[config.mk]
export PLATFORM = sky130hd
export DESIGN_NAME = adder_seq_ctrl
export DESIGN_NICKNAME = d
export VERILOG_FILES = /design/src/rtl/adder_seq_ctrl.sv
export SDC_FILE = /design/constraint.sdc
export NUM_CORES = 1
export LEC_CHECK = 0
export ABC_AREA = 0
export BUFFER_PORTS_ARGS = -buffer_cell sky130_fd_sc_hd__buf_2
export CAP_MARGIN = 5
export CELL_PAD_IN_SITES_DETAIL_PLACEMENT = 0
export CELL_PAD_IN_SITES_GLOBAL_PLACEMENT = 1
export CORE_MARGIN = 2
export CORE_UTILIZATION = 40
export CTS_BUF_LIST = sky130_fd_sc_hd__clkbuf_16
export DETAILED_ROUTE_END_ITERATION = 7
export PLACE_DENSITY_LB_ADDON = 0.1
export REMOVE_ABC_BUFFERS = 1
export SLEW_MARGIN = 5
export SYNTH_ARGS = -nofsm -noshare
export SYNTH_HDL_FRONTEND = slang
export SYNTH_SLANG_ARGS = --single-unit
[constraint.sdc]
create_clock -name clk -period 2.6 [get_ports clk]
set_input_delay 0.52 -clock clk [delete_from_list [all_inputs] [get_ports clk]]
set_output_delay 0.52 -clock clk [all_outputs]
set_load 0.01 [all_outputs]
[src/rtl/adder_seq_ctrl.sv]
// Multi-cycle sequencer driving a shared 6-bit adder for ADD/SUB/INC/MUL.
// Results and flags are returned through a valid/ready handshake.
//
// state | meaning
// IDLE  | in_ready=1, waiting for a request; adder operands zero
// EXEC1 | first adder pass (ADD/INC result, or SUB a + ~b)
// EXEC2 | SUB second pass: tmp + 1
// MULI  | shift-and-add iterations i = 0..5
// DONE  | out_valid pulse, back to IDLE
module adder_seq_ctrl (
  input  logic       clk,
  input  logic       rst,
  input  logic       in_valid,
  output logic       in_ready,
  input  logic [1:0] op,
  input  logic [5:0] a,
  input  logic [5:0] b,
  output logic [5:0] add_a,
  output logic [5:0] add_b,
  input  logic [5:0] add_r,
  input  logic       add_cf,
  output logic       out_valid,
  output logic [5:0] r,
  output logic       cf,
  output logic       sf,
  output logic       zf
);

  localparam logic [1:0] OP_ADD = 2'b00;
  localparam logic [1:0] OP_SUB = 2'b01;
  localparam logic [1:0] OP_INC = 2'b10;
  localparam logic [1:0] OP_MUL = 2'b11;

  typedef enum logic [2:0] {
    S_IDLE  = 3'd0,
    S_EXEC1 = 3'd1,
    S_EXEC2 = 3'd2,
    S_MULI  = 3'd3,
    S_DONE  = 3'd4
  } state_t;

  state_t     state, state_nxt;
  logic [1:0] op_q;
  logic [5:0] a_q, b_q;
  logic [5:0] tmp, acc;
  logic       c1, ov;
  logic [2:0] cnt;

  logic       accept;
  logic       mul_bit;
  logic [5:0] a_shl;
  logic [5:0] a_lost;
  logic [5:0] acc_nxt;
  logic       ov_nxt;

  assign accept  = in_valid & in_ready;
  assign mul_bit = b_q[cnt];
  assign a_shl   = a_q << cnt;
  // Bits of a pushed past bit 5 by the shift; any of them set means overflow.
  assign a_lost  = a_q >> (3'd6 - cnt);
  assign acc_nxt = mul_bit ? add_r : acc;
  assign ov_nxt  = ov | (mul_bit & (add_cf | (|a_lost)));

  always_ff @(posedge clk) begin
    if (rst) state <= S_IDLE;
    else     state <= state_nxt;
  end

  always_comb begin
    state_nxt = state;
    case (state)
      S_IDLE:  if (accept) state_nxt = (op == OP_MUL) ? S_MULI : S_EXEC1;
      S_EXEC1: state_nxt = (op_q == OP_SUB) ? S_EXEC2 : S_DONE;
      S_EXEC2: state_nxt = S_DONE;
      S_MULI:  if (cnt == 3'd5) state_nxt = S_DONE;
      S_DONE:  state_nxt = S_IDLE;
      default: state_nxt = S_IDLE;
    endcase
  end

  always_comb begin
    in_ready  = 1'b0;
    out_valid = 1'b0;
    add_a     = 6'd0;
    add_b     = 6'd0;
    case (state)
      S_IDLE:  in_ready = 1'b1;
      S_EXEC1: begin
        add_a = a_q;
        case (op_q)
          OP_SUB:  add_b = ~b_q;
          OP_INC:  add_b = 6'd1;
          default: add_b = b_q;
        endcase
      end
      S_EXEC2: begin
        add_a = tmp;
        add_b = 6'd1;
      end
      S_MULI: begin
        add_a = acc;
        add_b = mul_bit ? a_shl : 6'd0;
      end
      S_DONE:  out_valid = 1'b1;
      default: ;
    endcase
  end

  always_ff @(posedge clk) begin
    if (rst) begin
      op_q <= OP_ADD;
      a_q  <= 6'd0;
      b_q  <= 6'd0;
      tmp  <= 6'd0;
      c1   <= 1'b0;
      acc  <= 6'd0;
      ov   <= 1'b0;
      cnt  <= 3'd0;
      r    <= 6'd0;
      cf   <= 1'b0;
      sf   <= 1'b0;
      zf   <= 1'b0;
    end else begin
      case (state)
        S_IDLE: if (accept) begin
          op_q <= op;
          a_q  <= a;
          b_q  <= b;
          acc  <= 6'd0;
          ov   <= 1'b0;
          cnt  <= 3'd0;
        end
        S_EXEC1: begin
          if (op_q == OP_SUB) begin
            tmp <= add_r;
            c1  <= add_cf;
          end else begin
            r  <= add_r;
            cf <= add_cf;
            sf <= add_r[5];
            zf <= (add_r == 6'd0);
          end
        end
        S_EXEC2: begin
          r  <= add_r;
          cf <= c1 | add_cf;
          sf <= add_r[5];
          zf <= (add_r == 6'd0);
        end
        S_MULI: begin
          acc <= acc_nxt;
          ov  <= ov_nxt;
          cnt <= cnt + 3'd1;
          if (cnt == 3'd5) begin
            r  <= acc_nxt;
            cf <= ov_nxt;
            sf <= acc_nxt[5];
            zf <= (acc_nxt == 6'd0);
          end
        end
        default: ;
      endcase
    end
  end

endmodule

==> results.py, run 1 <==
metrics = {
    "yosys": {
        "synthArstFlopShare_pct": 0,
        "synthDominantCellAreaShare_pct": 34.4,
        "synth.most_common_cell": "nand2_1",
        "syn_inst": 317,
        "synth_cell_types": 50,
        "synth_area_leaders": "dfxtp_1 34%, nand2_1 7.1%, mux2i_1 6.5%",
        "synth_top_cell_by_area": "dfxtp_1",
        "ys_ff_latch": 42,
        "yosysSeqAreaShare_pct": 34.4,
        "synth_ff_type": "dfxtp_1",
        "netlist_area_um2": 2450,
        "ys_top_cells_by_count": "46 x nand2_1, 42 x dfxtp_1, 34 x nor2_1, 26 x a21oi_1, 17 x inv_1",
        "synth_edf_count": 0,
        "postSynthAreaPerCell_um2": 7.72,
        "yosys_warnings": 0,
    },
    "placement": {
        "gp_congestion": 0.850,
        "io_buffers": 46,
        "hpwlAfterDp_um": 4880,
        "dp_cells": 425,
        "place_area_um2": 2750,
    },
    "route": {
        "drc": 0,
        "drt-initial-drc-count": 179,
        "wire_per_inst_um": 15.7,
        "vias_per_cell": 5.49,
        "vias": 2376,
        "firstDrtPassIters": 4,
        "ant_nets": 0,
        "wl_um": 6790,
    },
    "clock_tree": {
        "cts_tree": "built",
        "clock_sinks": 42,
        "cts_root_buffer": "clkbuf_16",
        "ctsResizeCount": 0,
        "cts_inserted_buffers": 5,
        "cts-hold-fix-buffers": 0,
        "htree_levels": 2,
        "clk_latency_ns": 0.29,
        "clk_path_buf_depth": 2,
        "path_clk_slew_ns": 0.06,
        "postCtsSetupRepairBufs": 0,
    },
    "floorplan": {
        "core_um2": 5920,
        "start_util_pct": 41.3,
        "dieArea_um2": 6760,
        "row_count": 28,
        "die_h_um": 82.2,
        "io_pins": 47,
        "die_w_um": 82.2,
    },
    "grt": {
        "antenna_found_initial": 0,
        "grt_pass1_vias": 2069,
        "gr-total-overflow": 0,
        "grt_max_degree": 26,
        "grt_pass1_wl_um": 10700,
        "grt_use_total_pct": 20.9,
    },
    "critical_path": {
        "crit_fanout": 8,
        "startpoint_type": "flip-flop",
        "cp_data_required_time_ns": 2.08,
        "path_class": "reg -> out",
        "endpoint_kind": "output pin",
        "arrival_ns": 1.86,
    },
    "outcome": {
        "status": "complete, no violations",
    },
    "sta": {
        "finalHoldViolCount": 0,
        "slew-limit-headroom_pct": 55.5,
        "clock_skew_ns": 0.00640,
        "min_period_ns": 2.38,
        "fin_crit_sh_pct": 91.5,
        "rsz0062_at_grt": "no",
        "max_freq_mhz": 420,
        "tightestPinTransition_ns": 0.666,
        "setup_viol": 0,
        "timing.final.max_slew_violations": 0,
    },
    "cells_and_area": {
        "antenna_cells": 0,
        "area_growth_pct": 18.1,
        "layoutNonFillerInstCount": 433,
        "fillers": 627,
        "layout-drive-gt1-share_pct": 20.7,
        "fin_area_um2": 2890,
        "utilization_pct": 48.8,
        "nNetsFinal": 385,
    },
    "power": {
        "powerDensity_nw_per_um2": 548,
        "leakagePower_nw": 1.13,
        "max-vdd-ir-drop_mv": 0.248,
    },
    "min_path": {
        "min_path_type": "in -> reg",
    },
    "job": {
        "cap_violations": 0,
    },
}
-- layout by cell type, fill, tap and decap left out, drive strengths merged, types with 7 or more instances in the layout --
cell type / count
nand2: 46
a22oi: 7
dfxtp: 42
buf: 57
a31oi: 9
nand3: 12
mux2i: 16
nor2: 34
a21oi: 26
mux2: 9
inv: 18
-- state kept, by name, indices dropped and copies added (netlist names) --
name,cells
a_q,6
acc,6
b_q,6
c1,1
cf,1
cnt,3
op_q,2
ov,1
r,6
state,3
tmp,6
zf,1
-- worst max-delay path, stage by stage (launching register included) --
cell,delay [ns]
dfxtp_2,0.42
mux2_1,0.38
a222oi_1,0.37
nand2b_1,0.18
o22ai_1,0.09
buf_2,0.15
-- stage by stage --
| stage | hold slack (ns) | total power, W | setup TNS (ns) | setup WS [ns] |
|---|---|---|---|---|
| finish | 0.467 | 0.00158 | 0 | 0.220 |
| global route | 0.477 | 0.00166 | 0 | 0.0912 |
| floorplan | 0.444 | 0.000868 | -3.69 | -0.574 |
| detailed placement | 0.474 | 0.000987 | 0 | 0.434 |
| global placement | 0.464 | 0.000987 | 0 | 0.478 |
| CTS | 0.468 | 0.00160 | 0 | 0.120 |
-- cell type report --
| type | count | area [um2] | area share (%) |
|---|---|---|---|
| clock buffers | 5 | 125 | 4.33 |
| well taps | 75 | 93.8 | 3.25 |
| multi-input cells | 233 | 1430 | 49.5 |
| inverters | 18 | 67.6 | 2.34 |
| flip-flops and latches | 42 | 842 | 29.1 |
| repair buffers | 57 | 313 | 10.8 |
| clock inverters | 3 | 16.3 | 0.563 |
-- power by group --
| part | internal, W | switching, W | total, W | leakage [nW] |
|---|---|---|---|---|
| combinational | 0.000107 | 0.000159 | 0.000266 | 0.721 |
| sequential | 0.000674 | 0.0000335 | 0.000708 | 0.342 |
| clock | 0.000351 | 0.000259 | 0.000610 | 0.0672 |
-- kinds of logic (layout without fill, tap and decap cells) --
logic type	Yosys count	in the layout	share of synthesized area, %
multiplexers	25	25	10.8
AO/OA/AOI/OAI	75	75	20.4
XOR/XNOR	1	1	0.358
buffers and inverters	42	83	7.11
flip-flops	42	42	34.4
AND/OR/NAND/NOR	128	128	24.9
adder cells (fa/ha/maj)	4	4	2.05
-- path summary, 6_finish.rpt --
path / start / endpoint / slack [ns] / depth (start not counted)
max: cnt[1]$_SDFFE_PP0P_ / add_b[4] / 0.22 / 5
min: b[4] / b_q[4]$_SDFFE_PP0P_ / 0.47 / 3
max reg2reg: cnt[1]$_SDFFE_PP0P_ / r[5]$_SDFFE_PP0P_ / 0.53 / 5
min reg2reg: op_q[0]$_SDFFE_PP0P_ / op_q[0]$_SDFFE_PP0P_ / 0.48 / 2
-- routing by layer --
metal	GRT usage, %	up-vias	part of all wire (%)
li1	-	1208	-
met1	31.7	1109	51
met2	30.6	55	43
met3	3.59	4	5.2
met4	4.50	0	0.47
met5	0	-	0
Note: power is estimated with default switching activity, not from simulation.
==> run 2, diff against run 1 <==
==> constraint.sdc (replaced) <==
create_clock -name clk -period 2.55 [get_ports clk]
set_input_delay 0.51 -clock clk [delete_from_list [all_inputs] [get_ports clk]]
set_output_delay 0.51 -clock clk [all_outputs]
set_load 0.01 [all_outputs]
==> results.py, run 2 (synthesis results as in run 1) <==
metrics = {
    "placement": {
        "hpwlAfterDp_um": 5000,
        "gp_congestion": 0.859,
        "post-place-ws_ns": 0.445,
        "io_buffers": 46,
    },
    "sta": {
        "rsz0062_at_grt": "no",
        "tightestPinTransition_ns": 0.790,
        "setup_slack_ns": 0.135,
        "max_freq_mhz": 414,
        "slew-limit-headroom_pct": 47.1,
        "fin_crit_sh_pct": 94.7,
        "setup_viol": 0,
        "min_period_ns": 2.41,
        "hold_ws_ns": 0.456,
        "clock_skew_ns": 0.00901,
        "finalHoldViolCount": 0,
        "timing.final.max_slew_violations": 0,
    },
    "power": {
        "powerDensity_nw_per_um2": 564,
        "max-vdd-ir-drop_mv": 0.339,
        "p_total_w": 0.00163,
        "leakagePower_nw": 1.13,
    },
    "cells_and_area": {
        "utilization_pct": 48.7,
        "fillers": 645,
        "regArea_um2": 841,
        "layout-drive-gt1-share_pct": 20.4,
        "antenna_cells": 0,
        "multi_input_area_um2": 1430,
        "layout_common_cells": "46 x nand2_1, 46 x buf_2, 42 x dfxtp_1",
        "area_growth_pct": 18.0,
        "nNetsFinal": 384,
    },
    "floorplan": {
        "row_count": 28,
        "core_um2": 5920,
        "dieArea_um2": 6760,
        "start_util_pct": 41.3,
        "die_w_um": 82.2,
        "die_h_um": 82.2,
        "io_pins": 47,
    },
    "job": {
        "cap_violations": 0,
    },
    "clock_tree": {
        "path_clk_slew_ns": 0.06,
        "clk_latency_ns": 0.29,
        "cts_root_buffer": "clkbuf_16",
        "cts_inserted_buffers": 5,
        "postCtsSetupRepairBufs": 0,
        "htree_levels": 2,
        "clock_sinks": 42,
        "cts-hold-fix-buffers": 0,
        "clk_path_buf_depth": 2,
        "cts_tree": "built",
        "ctsResizeCount": 0,
    },
    "min_path": {
        "hold_start": "b[1]",
        "min_to": "b_q[1]$_SDFFE_PP0P_",
        "hold_path_depth": 3,
        "min_path_type": "in -> reg",
    },
    "grt": {
        "grt_pass1_vias": 2243,
        "grt_pass1_wl_um": 11400,
        "grt_max_degree": 24,
        "gr-total-overflow": 0,
        "antenna_found_initial": 0,
        "grt_use_total_pct": 22.3,
    },
    "critical_path": {
        "crit_fanout": 4,
        "critPathSlowestCell": "dfxtp_1",
        "rr_endpoint": "r[4]$_SDFFE_PP0P_",
        "rr_worst_depth": 7,
        "path_class": "reg -> out",
        "endpoint_kind": "output pin",
        "cp_data_required_time_ns": 2.04,
        "cp_num_buf_inv": 1,
        "arrival_ns": 1.90,
        "worstReg2RegStart": "cnt[1]$_SDFFE_PP0P_",
        "critPathTopFamily": "compound AO/OA/AOI/OAI gates",
        "slowest_delay_ns": 0.40,
        "crit_start": "cnt[1]$_SDFFE_PP0P_",
        "startpoint_type": "flip-flop",
        "worstPathCellList": "mux2_1 -> a222oi_1 -> nand2b_1 -> o22ai_1 -> buf_2",
        "regToRegSetupSlack_ns": 0.45,
    },
    "route": {
        "vias": 2391,
        "drt-initial-drc-count": 138,
        "firstDrtPassIters": 4,
        "vias_per_cell": 5.53,
        "ant_nets": 0,
        "wire_per_inst_um": 16.1,
        "drc": 0,
        "wl_um": 6940,
    },
    "outcome": {
        "status": "complete, no violations",
    },
}
## run 2: cell count changes in the layout (fill, tap and decap cells not counted)
cell and change:
buf_4 -1, clkinv_1 -1, clkinv_4 +1, dfxtp_1 +1, dfxtp_2 -1
## run 2: worst reg2reg max path, delay by kind of cell (launching register included)
| kind | cells | cell delay (ns) |
|---|---|---|
| adders and majority gates | 1 | 0.21 |
| DFF | 1 | 0.40 |
| buffers and inverters | 2 | 0.29 |
| AOI/OAI and AO/OA | 4 | 1.10 |
## run 2: metrics by stage
step | instance area [um2] | setup TNS [ns] | std cells
after floorplan | 2340 | -4.50 | 293
after global placement | 2740 | 0 | 424
after detailed placement | 2740 | 0 | 424
after CTS | 2890 | 0 | 432
after global routing | 2890 | 0 | 432
final | 2890 | 0 | 432
## run 2: worst max path at each step
stage / to / cells past startpoint / slack [ns]
after floorplan: add_b[4] / 4 / -0.61
after global placement: add_b[5] / 5 / 0.44
after detailed placement: add_b[5] / 5 / 0.44
after CTS: add_b[5] / 5 / 0.13
after global routing: add_a[4] / 5 / 0.03
final: add_b[5] / 5 / 0.14
## run 2: power breakdown
part	leakage, nW	total (W)	internal, W	switching, W
sequential	0.342	0.000721	0.000687	0.0000333
combinational	0.717	0.000268	0.000106	0.000162
clock	0.0698	0.000639	0.000363	0.000276
total	1.13	0.00163	0.00116	0.000471
## run 2: final cells by class
| class | count | area share, % |
|---|---|---|
| clock buffers | 5 | 4.34 |
| inverters | 18 | 2.34 |
| multi-input cells | 233 | 49.6 |
| repair buffers | 56 | 10.6 |
| clock inverters | 3 | 0.737 |
| flip-flops and latches | 42 | 29.1 |
| well taps | 75 | 3.25 |
## run 2: layer usage
| layer | global-route usage [%] | vias to the layer above | part of all wire (%) |
|---|---|---|---|
| met5 | 0 | - | 0 |
| met4 | 7.50 | 0 | 1.2 |
| met3 | 3.26 | 7 | 3.9 |
| met2 | 32.6 | 50 | 43 |
| met1 | 33.1 | 1128 | 52 |
| li1 | - | 1206 | - |
==> run 3, diff against run 2 <==
--- a/config.mk
+++ b/config.mk
@@ -11,10 +11,11 @@
 export CELL_PAD_IN_SITES_DETAIL_PLACEMENT = 0
 export CELL_PAD_IN_SITES_GLOBAL_PLACEMENT = 1
 export CORE_MARGIN = 2
-export CORE_UTILIZATION = 40
+export CORE_UTILIZATION = 36
 export CTS_BUF_LIST = sky130_fd_sc_hd__clkbuf_16
 export DETAILED_ROUTE_END_ITERATION = 7
 export PLACE_DENSITY_LB_ADDON = 0.1
+export RECOVER_POWER = 100
 export REMOVE_ABC_BUFFERS = 1
 export SLEW_MARGIN = 5
 export SYNTH_ARGS = -nofsm -noshare
==> constraint.sdc (replaced) <==
create_clock -name clk -period 2.2 [get_ports clk]
set_input_delay 0.44 -clock clk [delete_from_list [all_inputs] [get_ports clk]]
set_output_delay 0.44 -clock clk [all_outputs]
set_load 0.01 [all_outputs]
==> results.py, run 3 (synthesis results as in run 1) <==
metrics = {
    "sta": {
        "min_period_ns": 2.20,
        "finalSetupTns_ns": -0.00161,
        "timing.final.max_slew_violations": 0,
        "max_freq_mhz": 454,
        "setup_viol": 1,
        "hold_ws_ns": 0.398,
        "slew-limit-headroom_pct": 55.9,
        "clock_skew_ns": 0.0102,
        "tightestPinTransition_ns": 0.659,
        "fin_crit_sh_pct": 100,
        "setup_slack_ns": -0.00161,
        "rsz0062_at_grt": "yes",
        "finalHoldViolCount": 0,
    },
    "floorplan": {
        "row_count": 30,
        "core_um2": 6680,
        "die_h_um": 86.4,
        "start_util_pct": 36.6,
        "dieArea_um2": 7470,
        "die_w_um": 86.4,
        "io_pins": 47,
    },
    "critical_path": {
        "arrival_ns": 1.76,
        "cp_data_required_time_ns": 1.76,
        "path_class": "reg -> out",
        "startpoint_type": "flip-flop",
        "crit_fanout": 3,
        "endpoint_kind": "output pin",
        "regToRegSetupSlack_ns": 0.11,
    },
    "cells_and_area": {
        "regArea_um2": 847,
        "multi_input_area_um2": 1480,
        "area_growth_pct": 23.8,
        "layout_common_cells": "46 x nand2_1, 39 x dfxtp_1, 36 x buf_2",
        "layoutNonFillerInstCount": 448,
        "layout-drive-gt1-share_pct": 22.3,
        "final_common_cell": "nand2_1",
        "utilization_pct": 45.3,
        "antenna_cells": 0,
        "fillers": 698,
        "nNetsFinal": 395,
    },
    "placement": {
        "io_buffers": 46,
        "dp_cells": 437,
        "hpwlAfterDp_um": 5210,
        "gp_congestion": 0.790,
    },
    "outcome": {
        "violations": "setup timing",
        "status": "complete, but fails checks",
    },
    "power": {
        "p_seq_share_pct": 41.8,
        "combPwrFrac_pct": 16.6,
        "max-vdd-ir-drop_mv": 0.373,
        "p_sw_share_pct": 26.8,
        "switchingPower_w": 0.000535,
        "p_int_w": 0.00146,
        "powerDensity_nw_per_um2": 660,
        "leakagePower_nw": 1.17,
        "clock_power_share_pct": 41.7,
    },
    "grt": {
        "grt_max_degree": 26,
        "grt_pass1_vias": 2294,
        "grt_use_total_pct": 19.7,
        "gr-total-overflow": 0,
        "grt_pass1_wl_um": 11700,
        "antenna_found_initial": 0,
    },
    "route": {
        "vias": 2407,
        "ant_nets": 0,
        "wire_per_inst_um": 15.9,
        "firstDrtPassIters": 4,
        "vias_per_cell": 5.37,
        "drt-initial-drc-count": 144,
        "wl_um": 7130,
        "drc": 0,
    },
    "clock_tree": {
        "cts-hold-fix-buffers": 0,
        "clk_path_buf_depth": 2,
        "cts_tree": "built",
        "clock_sinks": 42,
        "clk_latency_ns": 0.28,
        "cts_inserted_buffers": 5,
        "cts_root_buffer": "clkbuf_16",
        "path_clk_slew_ns": 0.06,
        "htree_levels": 2,
    },
    "job": {
        "cap_violations": 0,
    },
    "min_path": {
        "min_path_type": "in -> reg",
    },
}
## run 3: cell types whose count changed in the layout (fill, tap and decap cells not counted), moves of 2 or more
cell	before	now
buf_4	10	20
ha_1	4	2
dfxtp_2	0	2
inv_1	17	19
buf_2	46	36
dfxtp_1	42	39
clkbuf_1	0	11
## run 3: critical path, stage by stage (launching register included)
cell and delay [ns]:
dfxtp_4 0.36, mux2_4 0.31, a222oi_1 0.38, nand2b_1 0.20
o22ai_1 0.10, buf_2 0.15
## run 3: final timing paths
| check | cells after the start | end | from |
|---|---|---|---|
| worst min-delay path | 3 | a_q[2]$_SDFFE_PP0P_ | a[2] |
| worst max-delay path | 5 | add_b[5] | cnt[1]$_SDFFE_PP0P_ |
| worst max register to register | 7 | r[1]$_SDFFE_PP0P_ | op_q[1]$_SDFFE_PP0P_ |
| worst min register to register | 2 | op_q[0]$_SDFFE_PP0P_ | op_q[0]$_SDFFE_PP0P_ |
## run 3: area by class of cell
cell class | instances | area share, %
Multi-Input combinational cell | 233 | 48.7
Sequential cell | 42 | 28.0
Timing Repair Buffer | 67 | 12.3
Clock buffer | 5 | 4.13
Tap cell | 80 | 3.31
Inverter | 18 | 2.23
Clock inverter | 3 | 1.36
## run 3: power groups by stage
| stage | registers (W) | logic [W] | clock network (W) |
|---|---|---|---|
| final | 0.000835 | 0.000332 | 0.000833 |
| after global routing | 0.000840 | 0.000370 | 0.000882 |
| after global placement | 0.000851 | 0.000324 | 0 |
| after CTS | 0.000834 | 0.000328 | 0.000853 |
| after detailed placement | 0.000851 | 0.000323 | 0 |
| after floorplan | 0.000855 | 0.000170 | 0 |
## run 3: metrics by stage
| stage | area, um2 | total power, W | setup slack [ns] |
|---|---|---|---|
| 6_report | 3030 | 0.00200 | -0.00161 |
| 5_1_grt | 3030 | 0.00209 | -0.0734 |
| 3_3_place_gp | 2810 | 0.00118 | 0.204 |
| 4_1_cts | 2990 | 0.00202 | 0.00952 |
| 2_1_floorplan | 2340 | 0.00103 | -0.894 |
| 3_5_place_dp | 2810 | 0.00117 | 0.170 |
## run 3: what timing repair did
item                       4_1_cts  5_1_grt
pin swaps                        1        2
setup endpoints to repair        5        8
buffers inserted                 1        2
resized for setup                4       12
hold endpoints to repair         0        0
## run 3: per-layer routing
metal  track usage [%]  wire, um
met3              3.33       304
met1              29.0      3540
met4              3.13        52
met5                 0         0
met2              30.7      3240
